## src/rtl/board_pkg.sv

```systemverilog
// Shared board encodings and arbiter state names for the turn-based move path.
package board_pkg;
  localparam int GRID_DIM   = 16;
  localparam int GRID_CELLS = 256;

  typedef enum logic [1:0] {
    EMPTY    = 2'b00,
    PLAYER_A = 2'b01,
    PLAYER_B = 2'b10
  } cell_t;

  typedef enum logic [2:0] {
    CLEAR, IDLE, READ, CHECK, WRITE, REJECT, DONE, OVER
  } arb_state_t;
endpackage

```

## src/rtl/turn_timer.sv

```systemverilog
// Idle-turn counter: expire_o is high on the cycle the count reaches TIMEOUT_CYCLES-1.
module turn_timer #(
  parameter int TIMEOUT_CYCLES = 1000
) (
  input  logic clk_i,
  input  logic rst_i,
  input  logic clr_i,
  output logic expire_o
);
  localparam int CW = (TIMEOUT_CYCLES > 1) ? $clog2(TIMEOUT_CYCLES) : 1;
  localparam logic [CW-1:0] LAST = CW'((TIMEOUT_CYCLES > 0) ? TIMEOUT_CYCLES - 1 : 0);

  logic [CW-1:0] cnt_q;

  // A zero timeout holds the counter and never expires.
  always_ff @(posedge clk_i or posedge rst_i) begin
    if (rst_i)                            cnt_q <= '0;
    else if (clr_i || TIMEOUT_CYCLES == 0) cnt_q <= '0;
    else                                  cnt_q <= cnt_q + CW'(1);
  end

  assign expire_o = (TIMEOUT_CYCLES != 0) && (cnt_q == LAST);
endmodule

```

## src/rtl/turn_arbiter.sv

```systemverilog
// Two-player move arbiter over the single-port board memory: clear sweep,
// alternating turns, occupancy check, move forwarding and idle-turn forfeit.
module turn_arbiter #(
  parameter int TIMEOUT_CYCLES = 1000,
  parameter int GRID_CELLS     = 256
) (
  input  logic       clk,
  input  logic       reset,
  input  logic       new_game,
  input  logic       req_a,
  input  logic       req_b,
  input  logic [3:0] xa,
  input  logic [3:0] ya,
  input  logic [3:0] xb,
  input  logic [3:0] yb,
  input  logic [1:0] mem_rd_data,
  output logic [7:0] mem_addr,
  output logic       mem_we,
  output logic [1:0] mem_wr_data,
  output logic       ack_a,
  output logic       ack_b,
  output logic       nack_a,
  output logic       nack_b,
  output logic       turn,
  output logic       move_valid,
  output logic [3:0] x_out,
  output logic [3:0] y_out,
  output logic       skip,
  output logic       busy,
  output logic       game_over
);
  import board_pkg::*;

  localparam logic [7:0] LAST_ADDR = 8'(GRID_CELLS - 1);
  localparam logic [8:0] FULL      = 9'(GRID_CELLS);

  arb_state_t state_q;
  cell_t      wr_data_q;
  logic [7:0] addr_q;
  logic [8:0] moves_q;
  logic [3:0] x_q, y_q, xo_q, yo_q;
  logic       we_q, turn_q, ack_a_q, ack_b_q, nack_a_q, nack_b_q, mv_q, skip_q;

  logic       cur_req, accept, expire, fire, tmr_clr;
  logic [3:0] cur_x, cur_y;

  assign cur_req = turn_q ? req_b : req_a;
  assign cur_x   = turn_q ? xb : xa;
  assign cur_y   = turn_q ? yb : ya;
  assign accept  = (state_q == IDLE) && cur_req;
  // A pending current-turn request always beats an expiring timer.
  assign fire    = (state_q == IDLE) && !cur_req && expire;
  assign tmr_clr = (state_q != IDLE) || accept || fire;

  turn_timer #(.TIMEOUT_CYCLES(TIMEOUT_CYCLES)) u_timer (
    .clk_i    (clk),
    .rst_i    (reset),
    .clr_i    (tmr_clr),
    .expire_o (expire)
  );

  always_ff @(posedge clk or posedge reset) begin
    if (reset) begin
      state_q   <= CLEAR;
      addr_q    <= '0;
      we_q      <= 1'b1;
      wr_data_q <= EMPTY;
      turn_q    <= 1'b0;
      moves_q   <= '0;
      x_q       <= '0;
      y_q       <= '0;
      xo_q      <= '0;
      yo_q      <= '0;
      ack_a_q   <= 1'b0;
      ack_b_q   <= 1'b0;
      nack_a_q  <= 1'b0;
      nack_b_q  <= 1'b0;
      mv_q      <= 1'b0;
      skip_q    <= 1'b0;
    end else begin
      wr_data_q <= EMPTY;
      xo_q      <= '0;
      yo_q      <= '0;
      ack_a_q   <= 1'b0;
      ack_b_q   <= 1'b0;
      nack_a_q  <= 1'b0;
      nack_b_q  <= 1'b0;
      mv_q      <= 1'b0;
      skip_q    <= 1'b0;
      if (new_game) begin
        state_q <= CLEAR;
        addr_q  <= '0;
        we_q    <= 1'b1;
      end else begin
        case (state_q)
          CLEAR: begin
            if (addr_q == LAST_ADDR) begin
              state_q <= IDLE;
              we_q    <= 1'b0;
              turn_q  <= 1'b0;
              moves_q <= '0;
            end else begin
              addr_q <= addr_q + 8'd1;
            end
          end
          IDLE: begin
            if (accept) begin
              x_q     <= cur_x;
              y_q     <= cur_y;
              addr_q  <= {cur_y, cur_x};
              state_q <= READ;
            end else if (fire) begin
              skip_q <= 1'b1;
              turn_q <= ~turn_q;
            end
          end
          READ: state_q <= CHECK;
          // Read data for the latched cell is valid here; 11 counts as occupied.
          CHECK: begin
            if (mem_rd_data == EMPTY) begin
              state_q   <= WRITE;
              we_q      <= 1'b1;
              wr_data_q <= turn_q ? PLAYER_B : PLAYER_A;
              ack_a_q   <= ~turn_q;
              ack_b_q   <= turn_q;
              mv_q      <= 1'b1;
              xo_q      <= x_q;
              yo_q      <= y_q;
            end else begin
              state_q  <= REJECT;
              nack_a_q <= ~turn_q;
              nack_b_q <= turn_q;
            end
          end
          WRITE: begin
            we_q    <= 1'b0;
            turn_q  <= ~turn_q;
            if (moves_q != FULL) moves_q <= moves_q + 9'd1;
            state_q <= DONE;
          end
          REJECT:  state_q <= DONE;
          DONE:    state_q <= (moves_q == FULL) ? OVER : IDLE;
          OVER:    state_q <= OVER;
          default: state_q <= CLEAR;
        endcase
      end
    end
  end

  assign mem_addr    = addr_q;
  assign mem_we      = we_q;
  assign mem_wr_data = wr_data_q;
  assign ack_a       = ack_a_q;
  assign ack_b       = ack_b_q;
  assign nack_a      = nack_a_q;
  assign nack_b      = nack_b_q;
  assign turn        = turn_q;
  assign move_valid  = mv_q;
  assign x_out       = xo_q;
  assign y_out       = yo_q;
  assign skip        = skip_q;
  assign busy        = (state_q == CLEAR);
  assign game_over   = (state_q == OVER);
endmodule
```

## config.mk

```make
export PLATFORM = sky130hd
export DESIGN_NAME = turn_arbiter
export DESIGN_NICKNAME = d
export VERILOG_FILES = /design/src/rtl/board_pkg.sv /design/src/rtl/turn_timer.sv /design/src/rtl/turn_arbiter.sv
export SDC_FILE = /design/constraint.sdc
export NUM_CORES = 1
export LEC_CHECK = 0
export ABC_AREA = 1
export BUFFER_PORTS_ARGS = -buffer_cell sky130_fd_sc_hd__buf_2
export CAP_MARGIN = 20
export CORE_MARGIN = 5
export CORE_UTILIZATION = 60
export DETAILED_ROUTE_END_ITERATION = 10
export PLACE_DENSITY_LB_ADDON = 0.3
export SKIP_LAST_GASP = 1
export SYNTH_ARGS = -nofsm -noshare
export SYNTH_HDL_FRONTEND = slang
export SYNTH_SLANG_ARGS = --single-unit
```

## constraint.sdc

```tcl
create_clock -name clk -period 2.6 [get_ports clk]
set_input_delay 0 -clock clk [delete_from_list [all_inputs] [get_ports clk]]
set_output_delay 0 -clock clk [all_outputs]
set_load 0.01 [all_outputs]
```

---- Yosys cells after proc, flatten, opt, wreduce, memory -nomap -nowiden ----
Index checks and enable logic that the tools add are counted.
operators by class
  bitwise logic cells ..................... 2
  add/sub/neg operators ................... 3
  equality and inequality tests ........... 20
  muxes and demuxes ....................... 53
  reductions and logical operators ........ 19
operator list
  cell                                                  number
  2-to-1 mux 4 bit                                      8
  2-to-1 mux 1 bit                                      26
  2-to-1 mux 8 bit                                      3
  case mux 3 bit (7 select lines)                       1
  2-to-1 mux 9 bit                                      2
  case mux 9 bit (2 select lines)                       1
  case mux 8 bit (2 select lines)                       1
  equality test 3 bit (second input constant)           4
  2-to-1 mux 3 bit                                      4
  adder 10 x 1 -> 10 bit (second input constant)        1
  equality test 10 bit (second input constant)          1
  2-to-1 mux 10 bit                                     1
  adder 9 x 1 -> 9 bit (second input constant)          1
  equality test 9 bit (second input constant)           1
  != test 3 bit (second input constant)                 3
  != test 9 bit (second input constant)                 1
  AND reduction 3 bit                                   3
  adder 8 x 1 -> 8 bit (second input constant)          1
  equality test 8 bit (second input constant)           1
  2-to-1 mux 2 bit                                      4
  equality test 3 x 2 -> 1 bit (second input constant)  2
  != test 2 bit (second input constant)                 3
  case mux 1 bit (3 select lines)                       2
  nonzero test 3 bit                                    2
  other kinds (16)                                      20
word-level totals
  bits in registers ....................... 56
  logic and storage cells ................. 114
  output and inout port bits .............. 28

---- Longest topological paths before layout ----
  depth after elaboration ................. 8
  depth in mapped cells ................... 10

---- By module ----
Synthesis repeated with hierarchy kept, for this count alone.
second synthesis, totals
  cells, all modules ...................... 387
  area, all modules ....................... 2921.6 sq um
by module, submodules not included
  module        sequential area each (sq um)  cells each  instances  area an instance (sq um)
  turn_arbiter  1102.3                        327         1          2432.3
  turn_timer    250.2                         60          1          489.2

---- Worst setup path before layout ----
Ideal clock, no wire load.
  path kind ............................... register to register
  from .................................... reg addr_q[0], in the netlist mem_addr[0]
  to ...................................... reg turn_q, in the netlist turn
  data arrival time ....................... 1.325 ns
  path slack .............................. 1.158 ns
  stages on the path, launching flop included .. 11
  clock period less this slack ............ 1.442 ns
  buffers on the path ..................... 0
  setup time .............................. 0.117 ns
  data required time ...................... 2.483 ns
  path through ............................ dfrtp_1 > ha_1 > nand2_1 > nor2_1 > nand2_1 > nand2_2 > nand2_1 > nor2_2 > nand2_1 > nand2_1 > nand2_1
between the ends
  cells in the longest elaborated chain, start to end .. 3
ends and longest elaborated chain
  item                                     line                 RTL
  from (decl)                              turn_arbiter.sv:39   logic [7:0] addr_q;
  from (signal assigned)                   turn_arbiter.sv:103  addr_q <= addr_q + 8'd1;
  from (signal assigned)                   turn_arbiter.sv:110  addr_q <= {cur_y, cur_x};
  equality test 8 bit                      turn_arbiter.sv:97   if (addr_q == LAST_ADDR) begin
  != test 2 x 1 -> 1 bit (no source line)  n/a
  AND reduction 5 bit (no source line)     n/a
  to (signal assigned)                     turn_arbiter.sv:114  turn_q <= ~turn_q;
  to (signal assigned)                     turn_arbiter.sv:137  turn_q <= ~turn_q;
  to (decl)                                turn_arbiter.sv:42   logic we_q, turn_q, ack_a_q, ack_b_q, nack_a_q, nack_b_q, mv_q, skip_q;
Every way passes these cells.
A chain may end at the register's enable or synchronous reset.

---- Final worst setup path ----
  from .................................... reg turn_q, in the netlist turn
  to ...................................... reg y_q[3]
between the ends
  cells in the longest elaborated chain, start to end .. 3
ends and longest elaborated chain
  item                                  line                 RTL
  2-to-1 mux 1 bit                      turn_arbiter.sv:47   assign cur_req = turn_q ? req_b : req_a;
  logical AND 1 bit                     turn_arbiter.sv:50   assign accept = (state_q == IDLE) && cur_req;
  AND reduction 3 bit (no source line)  n/a
  to (signal assigned)                  turn_arbiter.sv:109  y_q <= cur_y;
  to (decl)                             turn_arbiter.sv:41   logic [3:0] x_q, y_q, xo_q, yo_q;
Parallel ways exist; a longest one is shown, timed or not.

==> impl_metrics.csv <==
group,metric,value,unit
status,status,"finished, final reports clean",
yosys,syn_area,3020,um2
yosys,ys_seq_area_share,44.8,%
floorplan,floorplan.initialDensity,62.6,%
finish,area_growth,15.4,%
route,drt_iter0_markers,215,
global_route,gr-usage-all-layers,22.4,%
yosys,synthFlopType,"dfrtp_1",
cts,clockBufferDepth,2,
worst_setup_path,reg2regPathDepth,3,
floorplan,die-area,6550,um2
sta,setup_viol,0,
route,ant_nets,0,
finish,antennaDiodeCount,0,
route,firstDrtPassIters,5,
power_and_ir_drop,vdd_drop_max,0.523,mV
sta,hold_viol,0,
worst_setup_path,ff2ff_setup_slack,0.72,ns
route,drc,0,
floorplan,coreArea,4820,um2
power_and_ir_drop,p_leak,0.00175,uW
min_path,hold_depth,3,
job,max-cap-violations,0,
floorplan,fp.dieW,80.9,um
finish,layout_commonest_cell,"nand2_1",
sta,grt_setup_unrepaired,"false",
yosys,synth_fp_nets,401,
floorplan,rows,25,
worst_setup_path,crit_path_start_kind,"flip-flop",
yosys,synth-seq-cells,54,
worst_setup_path,worstSetupEndpointType,"flip-flop",
yosys,syn_avg_cell_area,8.07,um2
worst_setup_path,arrival,2.10,ns
worst_setup_path,r2r-end,"y_q[3]",
global_route,grt_pass1_wl,11500,um
place,dpl.hpwl,4760,um
sta,holdWs,0.0326,ns
yosys,netlist_instances,374,
sta,max-slew-margin-rel,53.9,%
global_route,grt_max_degree,55,
sta,slew_violations,0,
worst_setup_path,r2r-start,"turn",
yosys,synth_area_leaders,"dfrtp_1 44%, nand2_1 12%, nor2_1 6.2%, nand3_1 4.5%, inv_1 4.2%",
power_and_ir_drop,power.density,802,nW/um2
finish,drive_above_1_share,23.7,%
sta,tns,0,ns
min_path,hold-path-endpoint,"y_q[1]",
place,place_congestion,0.864,
worst_setup_path,crit_fanout,15,
min_path,min-delay-start,"yb[1]",
cts,ctsResizeCount,0,
yosys,synth_cell_types,38,
cts,cts.sinks,54,
route,drt_wl_total,6790,um
yosys,synth_top_area_share,43.9,%
worst_setup_path,crit_required,2.82,ns
sta,worst_pin_slew,0.692,ns
cts,holdBufCountCts,8,
cts,cts-htree-levels,2,
yosys,yosys.area.top_type,"dfrtp_1",
finish,fin_cells,502,
global_route,grt_pass1_vias,2549,
floorplan,io_pins,51,
sta,timing.fmax,532,MHz
cts,postCtsSetupRepairBufs,0,
cts,worst_skew_pair.late_latency,0.32,ns
sta,finalCritPeriodShare,72.3,%
yosys,synth_edf_count,0,
place,io_buffers,50,
yosys,async_flop_share,100,%
sta,fin_skew,0.0122,ns
route,wl_per_cell,13.5,um
yosys,synth_warnings,0,
cts,cts_tree,"built",
finish,fillers,395,
cts,root_buffer,"clkbuf_8",
floorplan,die_y,80.9,um
worst_setup_path,crit_type,"reg2reg",
route,vias_per_cell,5.33,
min_path,holdCritPathClass,"in2reg",
cts,cts_made_buffers,5,
place,dp_cells,486,
global_route,grt-ovfl-total,0,
cts,path_clk_slew,0.11,ns
sta,finalCriticalPeriod,1.88,ns
finish,final_cell_mix,"100 x nand2_1, 53 x dfrtp_1, 50 x nor2_1, 50 x buf_2, 33 x inv_1",
route,vias,2674,
finish,nNetsFinal,461,
global_route,antenna_found_initial,0,
## registers in the layout (all words and copies together), names as in the netlist
| name | count |
|---|---|
| u_timer.cnt_q | 10 |
| moves_q | 9 |
| mem_addr | 8 |
| x_out | 4 |
| x_q | 4 |
| y_out | 4 |
| y_q | 4 |
| state_q | 3 |
| ack_b | 1 |
| mem_we | 1 |
| mem_wr_data | 1 |
| move_valid | 1 |
| nack_a | 1 |
| nack_b | 1 |
| skip | 1 |
| turn | 1 |
## final cells by class
| class | instances | area, um2 | share of cell area [%] |
|---|---|---|---|
| multi-input cells | 270 | 1430 | 41.2 |
| clock inverters | 3 | 28.8 | 0.826 |
| flip-flops and latches | 54 | 1350 | 38.8 |
| inverters | 44 | 178 | 5.10 |
| well taps | 67 | 83.8 | 2.41 |
| repair buffers | 59 | 338 | 9.70 |
| clock buffers | 5 | 68.8 | 1.98 |
## worst max-delay path: stages (launching register included)
cell and delay (ns):
dfrtp_1 0.72, mux2i_1 0.37, dlygate4sd3_1 0.63, o21ai_2 0.06
## kinds of logic after synthesis
kind of cell    count (synthesis)  share of synthesized area [%]
buf+inv                        50                           7.67
compound gates                 36                           6.84
xor+xnor                        6                           1.74
fa+ha+maj                       4                           1.66
mux                             3                          0.995
flops                          54                           44.8
simple gates                  221                           36.3
## power by group
| group | switching, uW | total [uW] | internal (uW) |
|---|---|---|---|
| clock network | 307 | 508 | 200 |
| registers | 169 | 1170 | 1000 |
| logic | 729 | 1110 | 384 |
## worst max-delay path by stage
stage,startpoint,cells after the start,endpoint,slack (ns)
after CTS,turn,3,y_q[3],0.88
after detailed placement,turn,7,mem_addr[4],0.91
after global placement,turn,7,mem_addr[4],1.0
final,turn,3,y_q[3],0.72
after floorplan,mem_addr[0],10,turn,1.16
after global routing,turn,7,x_q[1],0.67
## per-stage QoR
step                util (%)  total power, uW  area (um2)  worst slack (ns)
floorplan                  -             1990        3020              1.16
global placement        68.6             2220        3310             0.996
detailed placement      68.6             2270        3310             0.912
CTS                     72.3             2790        3480             0.879
global route            72.3             3010        3480             0.666
finish                  72.3             2790        3480             0.719
## synth_stat cells, types with 2 or more instances
cell type  instances
nand3_4            3
nand3_2            2
inv_4              2
nor2_4             3
nor3b_1            2
nand2_1          100
mux2i_1            3
nand2_2            4
o21bai_1           2
buf_6              3
nand4_1            5
nand3_1           27
buf_4              2
ha_1               4
o21ai_2            4
inv_2              7
o21ai_0            9
o21ai_1           11
or2_2              3
xor2_1             6
nor2_1            50
nor2_2             2
nor3_2             2
nand2_4            5
a21oi_1            8
nand3b_1           3
inv_1             34
nor3_1             6
dfrtp_1           53
## metal layers
metal,wire length [um],vias to the layer above,track usage (%)
met5,0,-,0
li1,-,1309,-
met4,110,0,7.77
met1,2960,1281,29.5
met3,384,12,3.88
met2,3340,72,37.4
No activity file was read; power rests on OpenSTA's default activity.
